<file path="config.mk">
export PLATFORM = sky130hd
export DESIGN_NAME = parity_err_counter
export DESIGN_NICKNAME = d
export VERILOG_FILES = /design/src/rtl/parity_pkg.sv /design/src/rtl/parity_err_counter.sv
export SDC_FILE = /design/constraint.sdc
export NUM_CORES = 1
export LEC_CHECK = 0
export ABC_AREA = 1
export CAP_MARGIN = 5
export CELL_PAD_IN_SITES_DETAIL_PLACEMENT = 0
export CELL_PAD_IN_SITES_GLOBAL_PLACEMENT = 1
export CORE_MARGIN = 1
export CORE_UTILIZATION = 28
export CTS_CLUSTER_SIZE = 8
export DETAILED_ROUTE_END_ITERATION = 7
export PLACE_DENSITY = 0.7
export SETUP_SLACK_MARGIN = 0.4
export SLEW_MARGIN = 20
export SYNTH_ARGS = -nofsm -noshare
export SYNTH_HDL_FRONTEND = slang
export SYNTH_SLANG_ARGS = --single-unit
</file>
<file path="constraint.sdc">
create_clock -name clk -period 1.13 [get_ports clk]
set_input_delay 0.1695 -clock clk [delete_from_list [all_inputs] [get_ports clk]]
set_output_delay 0.1695 -clock clk [all_outputs]
set_load 0.01 [all_outputs]
</file>
<file path="src/rtl/parity_pkg.sv">
// ============================================================================
// Module      : parity_pkg
// Description : Shared helpers for the streaming parity checker: the parity
//               error function, packet width and counter saturation limit.
// Revision    : 1.0 - initial release
// ============================================================================
`default_nettype none

package parity_pkg;

    // A packet is DATA_W payload bits plus one parity bit at index DATA_W,
    // so PKT_W = DATA_W + 1.
    localparam int c_max_pkt_w = 1024;

    function automatic int pkt_w(input int data_w);
        return data_w + 1;
    endfunction

    // The word arrives zero-extended to c_max_pkt_w; zero padding leaves
    // the XOR reduction unchanged.
    function automatic logic parity_err(input logic [c_max_pkt_w-1:0] word,
                                        input logic                   odd);
        return (^word) ^ odd;
    endfunction

    function automatic logic [31:0] cnt_max(input int cnt_w);
        if (cnt_w >= 32) begin
            return 32'hFFFF_FFFF;
        end
        return (32'd1 << cnt_w) - 32'd1;
    endfunction

endpackage

`default_nettype wire

</file>
<file path="src/rtl/parity_err_counter.sv">
// ============================================================================
// Module      : parity_err_counter
// Description : Sticky error flag plus saturating error counter; an error in
//               the same cycle as a clear takes priority over the clear.
// Revision    : 1.0 - initial release
// ============================================================================
`default_nettype none

module parity_err_counter
    import parity_pkg::*;
#(
    parameter int CNT_W = 8
) (
    input  logic             clk,
    input  logic             rst,
    input  logic             clr,
    input  logic             inc,
    output logic             sticky,
    output logic [CNT_W-1:0] count
);

    localparam logic [CNT_W-1:0] c_cnt_max = CNT_W'(cnt_max(CNT_W));

    logic             r_sticky;
    logic [CNT_W-1:0] r_count;

    always_ff @(posedge clk) begin
        if (rst) begin
            r_sticky <= 1'b0;
            r_count  <= '0;
        end else if (inc) begin
            r_sticky <= 1'b1;
            if (clr) begin
                r_count <= CNT_W'(1);
            end else if (r_count != c_cnt_max) begin
                r_count <= r_count + CNT_W'(1);
            end
        end else if (clr) begin
            r_sticky <= 1'b0;
            r_count  <= '0;
        end
    end

    assign sticky = r_sticky;
    assign count  = r_count;

endmodule

`default_nettype wire

</file>
==> flow_summary.toml, run 1 <==
[sta]
max_freq_ghz = 0.8771
rsz0062_at_grt = "true"
finalMaxSlewViolations = 0
tns_ns = -0.01585
finalCritPeriodShare = 1.009
fin_skew_ns = 0.006107
relSlewSlack = 0.8637
period_minus_slack_ns = 1.140
finalSetupViolCount = 3
setup_ws_ns = -0.01014
hold_viol = 0
worst_pin_slew_ns = 0.2038

[pwr]
intPower_mw = 0.5136
switchingPower_mw = 0.1850
combinationalPowerShare = 0.164
p_seq_frac = 0.464
power_mw = 0.6986
vdd_ir_drop_max_uv = 532.5
clockPowerShare = 0.372
p_leak_nw = 0.4671
swShare = 0.2648
powerDensity_nw_per_um2 = 715.9

[global_route]
grt_use_total = 0.1693
grt_overflow = 0
first_global_vias = 564
antenna_found_initial = 0
grt_max_degree = 8
grt_pass1_wl_microns = 2415

[setup_path]
critical_path_class = "reg -> reg"
path_buf_inv = 2
critPathCaptureType = "flip-flop"
startpoint_type = "flip-flop"
cp_slowest_cell = "dfxtp_4"
path_cells = "ha_4 -> nand2_4 -> inv_4 -> nand3_4 -> buf_4 -> nand3_1 -> a21oi_2"
cp.arrival_ns = 1.30
critPathMaxStageDelay_ns = 0.36
cp_max_fo = 7
required_ns = 1.29
crit_family = "flip-flops"

[yosys]
ys_seq_area_frac = 0.3420
synth_cell_types = 18
syn_area_sq_um = 526.8
yosys.area.top_type = "dfxtp_1"
ys_ff_latch = 9
synth_cells = 80
synth.top_cells.by_area = "dfxtp_1 34%, nand2_1 14%, inv_1 9.3%"
synth-warning-count = 0
synth_top_area_frac = 0.3420
synth.most_common_cell = "nand2_1"
synth.avg_cell_area_sq_um = 6.584
synth_edf_count = 0
synthTopCellsByCount = "19 x nand2_1, 13 x inv_1, 10 x nor2_1"
synth_ff_type = "dfxtp_1"
async_flop_share = 0
synth_fp_nets = 85

[clocking]
numClockSinks = 9
cts_tree = "yes"
cts_buffers = 3
cts-root-buf = "clkbuf_4"
cts_htree_levels = 1
cts_buffer_depth = 2
cts.clk_slew.worst_paths_ns = 0.06
ctsHoldBuffers = 0
clock_insertion_delay_worst_skew_ns = 0.27

[cells_and_area]
num_antenna_cells = 0
fin_nets = 124
final_cells = 143
area_growth_pct = 85.27
drive_gt1_frac = 0.5508
stdcell_area_sq_um = 975.9
fill_cells = 175

[place]
placed_area_sq_um = 820.8
gp_congestion = 0.8331
dp_hpwl_microns = 1083
dp_cells = 132
port_buffers = 12

[route]
vias = 636
viasPerCell = 4.448
ant_nets = 0
totalWireLength_microns = 1435
wl_per_cell_microns = 10.03
drtPass1Iterations = 4
drtIter0Drc = 10
remaining_drc_errors = 0

[floorplanning]
chipHeight_microns = 45.38
rows = 15
fp.dieW_microns = 45.38
initial_core_util = 0.3018
num_io_pins = 13
dieArea_sq_um = 2059
core_sq_um = 1745

[run_status]
violations = "negative setup slack"
status = "finished with violations"

[hold_path]
hold_class = "in -> reg"

[run]
cap_violations = 0
layout make-up:
cell class	instances	area, sq um	area share
multi-input combinational	57	362.8	0.3718
timing repair buffer	34	301.5	0.3090
sequential	9	198.9	0.2038
inverter	14	55.05	0.05641
tap	25	31.28	0.03205
clock buffer	4	26.28	0.02692
through the flow:
step | hold slack, ns | setup WS (ns) | utilization
after floorplan | 0.2246 | 0.007323 | -
after global placement | 0.4477 | -0.2702 | 0.4703
after detailed placement | 0.4546 | -0.2634 | 0.4703
after CTS | 0.4298 | -0.02265 | 0.5427
after global routing | 0.4420 | -0.09743 | 0.5591
final | 0.4291 | -0.01014 | 0.5591
repair_timing:
action / 4_1_cts / 5_1_grt
gates resized for setup: 59 / 11
pin swaps: 8 / 5
setup buffers: 7 / 0
endpoints found under the hold margin: 0 / 0
endpoints found under the setup margin: 18 / 17
state kept, by name, indices dropped and copies added, names as in the netlist:
register and count:
count 8, sticky 1
power by group through the flow:
stage	combinational, mW	sequential [mW]	clock, mW
after floorplan	0.0375	0.337	0
after global placement	0.0980	0.334	0
after detailed placement	0.0986	0.334	0
after CTS	0.110	0.327	0.264
after global routing	0.127	0.325	0.288
final	0.115	0.324	0.260
path summary, 6_finish.rpt:
path	to	slack (ns)	startpoint	cells after the start
max reg2reg	count[1]	-0.01	count[1]	7
max	count[1]	-0.01	count[1]	7
min	sticky	0.43	inc	4
min reg2reg	sticky	0.47	sticky	2
worst register-to-register path: stages, from the launching register on:
cell	delay, ns
dfxtp_4	0.36
ha_4	0.15
nand2_4	0.06
inv_4	0.07
nand3_4	0.12
buf_4	0.17
nand3_1	0.07
a21oi_2	0.05
metal layers:
metal	GRT usage	vias up	wire, microns
met5	0	-	0
met4	0.07273	0	30
met3	0.04762	5	72
met2	0.2667	18	687
met1	0.2157	278	644
li1	-	335	-
cell families (layout without fill, tap and decap cells):
family          after synthesis  after routing  synth area share
buf+inv                      14             52           0.09976
compound gates               13             13            0.1378
flops                         9              9            0.3420
simple gates                 43             43            0.3967
fa+ha+maj                     1              1           0.02375
placed cells by master, fill, tap and decap left out:
cell type         n
clkbuf_1          1
buf_4            20
nor2_2            3
a21oi_2           4
nor2_1            7
inv_2             3
o21bai_1          1
dfxtp_2           6
buf_6            11
inv_4             1
ha_4              1
nand3_1           7
a21oi_1           5
nor2_4            2
dlygate4sd2_1     2
o21ai_2           1
dfxtp_4           3
nand2_1          15
nand2_8           1
a31oi_1           1
clkbuf_4          3
nand2_4           2
nand2_2           3
clkdlybuf4s50_1   1
nand3_4           1
inv_1            10
nand4_1           2
o21ai_1           1
(Power assumes the default switching activity.)
==> run 2, diff against run 1 <==
==> constraint.sdc (replaced) <==
create_clock -name clk -period 1.13 [get_ports clk]
set_input_delay 0.226 -clock clk [delete_from_list [all_inputs] [get_ports clk]]
set_output_delay 0.226 -clock clk [all_outputs]
set_load 0.01 [all_outputs]
==> run 2 against run 1 <==
Net effect:
- the flow still finishes with violations (negative setup slack)
- count of clock-buffer cells in the layout unchanged
- global-route usage down 0.61 points
- register-to-register slack worse by 0.03 ns
- first-iteration DRC count up 10%
- clock skew down 0.0027 ns
- sequential share of layout area up 0.97 points
- largest power group unchanged
==> flow_summary.toml, run 2 (synthesized netlist as in run 1, its figures left out) <==
[sta]
period_minus_slack_ns = 1.170
hold_viol = 0
max_freq_ghz = 0.8544
rsz0062_at_grt = "true"
finalSetupViolCount = 3
worst_pin_slew_ns = 0.2209
finalMaxSlewViolations = 0
relSlewSlack = 0.8527
finalCritPeriodShare = 1.036
setup_ws_ns = -0.04040
fin_skew_ns = 0.003380

[setup_path]
crit_family = "simple AND/OR/NAND/NOR gates"
critPathMaxStageDelay_ns = 0.37
critPathCaptureType = "flip-flop"
startpoint = "count[0]"
startpoint_type = "flip-flop"
path_cells = "ha_4 -> nand2_4 -> inv_4 -> nand3_4 -> nand2_4 -> inv_2 -> nand2_1 -> nand2_1 -> nor2_2"
path_buf_inv = 2
cp.arrival_ns = 1.38
cp_max_fo = 7
rr_startpoint = "count[0]"
required_ns = 1.34
cp_slowest_cell = "dfxtp_4"
critical_path_class = "reg -> reg"

[pwr]
clockPowerShare = 0.365
powerDensity_nw_per_um2 = 743.9
intPower_mw = 0.5106
swShare = 0.2587
vdd_ir_drop_max_uv = 589.3
power_mw = 0.6888
p_seq_frac = 0.472
p_leak_nw = 0.4286
switchingPower_mw = 0.1781
combinationalPowerShare = 0.163

[cells_and_area]
fin_nets = 120
area_growth_pct = 75.77
num_antenna_cells = 0
most-common-layout-cells = "17 x buf_4, 16 x nand2_1, 10 x inv_1"
largest_register_ffs = 8
fill_cells = 172
final_common_cell = "buf_4"
drive_gt1_frac = 0.5088

[floorplanning]
chipHeight_microns = 45.38
initial_core_util = 0.3018
dieArea_sq_um = 2059
rows = 15
fp.dieW_microns = 45.38
num_io_pins = 13
core_sq_um = 1745

[route]
wl_per_cell_microns = 10.14
viasPerCell = 4.439
vias = 617
totalWireLength_microns = 1409
drtPass1Iterations = 4
drtIter0Drc = 11
remaining_drc_errors = 0
ant_nets = 0

[hold_path]
hold_class = "in -> reg"
hp-start = "inc"

[run_status]
status = "finished with violations"
violations = "negative setup slack"

[global_route]
grt_pass1_wl_microns = 2318
antenna_found_initial = 0
grt_overflow = 0
grt_use_total = 0.1632
grt_max_degree = 8
first_global_vias = 558

[place]
pre_cts_ws_ns = -0.3411
gp_congestion = 0.8081
dp_hpwl_microns = 1076
port_buffers = 12

[clocking]
cts_buffer_depth = 2
cts_buffers = 3
numClockSinks = 9
clock_insertion_delay_worst_skew_ns = 0.26
cts_tree = "yes"
cts-root-buf = "clkbuf_4"
ctsHoldBuffers = 0
cts.clk_slew.worst_paths_ns = 0.06
cts_htree_levels = 1

[run]
cap_violations = 0
[run 2: per-stage QoR]
| stage | utilization | hold WS, ns | instances | instance area (sq um) | TNS (ns) |
|---|---|---|---|---|---|
| finish | 0.5305 | 0.4171 | 139 | 925.9 | -0.06165 |
| global route | 0.5305 | 0.4229 | 139 | 925.9 | -0.6984 |
| CTS | 0.5104 | 0.4145 | 137 | 890.9 | -0.1083 |
| detailed placement | 0.4660 | 0.4502 | 131 | 813.3 | -2.559 |
| global placement | 0.4660 | 0.4460 | 131 | 813.3 | -2.507 |
| floorplan | - | 0.2811 | 80 | 556.8 | 0 |
[run 2: layer usage]
layer | global-route usage | share of wire | up-vias
met5 | 0 | 0 | -
met2 | 0.2464 | 0.47 | 16
met3 | 0.03968 | 0.040 | 5
met4 | 0.1212 | 0.026 | 0
li1 | - | - | 325
met1 | 0.2000 | 0.46 | 271
[run 2: area by class of cell]
class	count	area (sq um)	area share
tap	25	31.28	0.03378
timing repair buffer	30	261.5	0.2824
clock buffer	4	26.28	0.02838
multi-input combinational	57	354.1	0.3824
inverter	14	55.05	0.05946
sequential	9	197.7	0.2135
[run 2: worst register-to-register path, stage by stage (launching register included)]
cell and delay (ns):
dfxtp_4 0.37, ha_4 0.15, nand2_4 0.06, inv_4 0.06, nand3_4 0.11, nand2_4 0.13, inv_2 0.04, nand2_1 0.04
nand2_1 0.06, nor2_2 0.10
[run 2: path summary, 6_finish.rpt]
kind / cells past startpoint / end / slack, ns
worst max register to register: 9 / count[7] / -0.04
worst min register to register: 2 / sticky / 0.46
worst min-delay path: 3 / count[4] / 0.42
worst max-delay path: 9 / count[7] / -0.04
[run 2: timing repair]
action,CTS,global route
gates resized for setup,54,11
buffers inserted,2,2
pin swaps,2,6
endpoints found under the setup margin,18,18
[run 2: power by group through the flow]
stage	Combinational (mW)	Sequential (mW)	Clock, mW
global placement	0.0926	0.334	0
detailed placement	0.0927	0.335	0
CTS	0.108	0.327	0.251
floorplan	0.0375	0.337	0
global route	0.123	0.326	0.287
finish	0.112	0.325	0.252
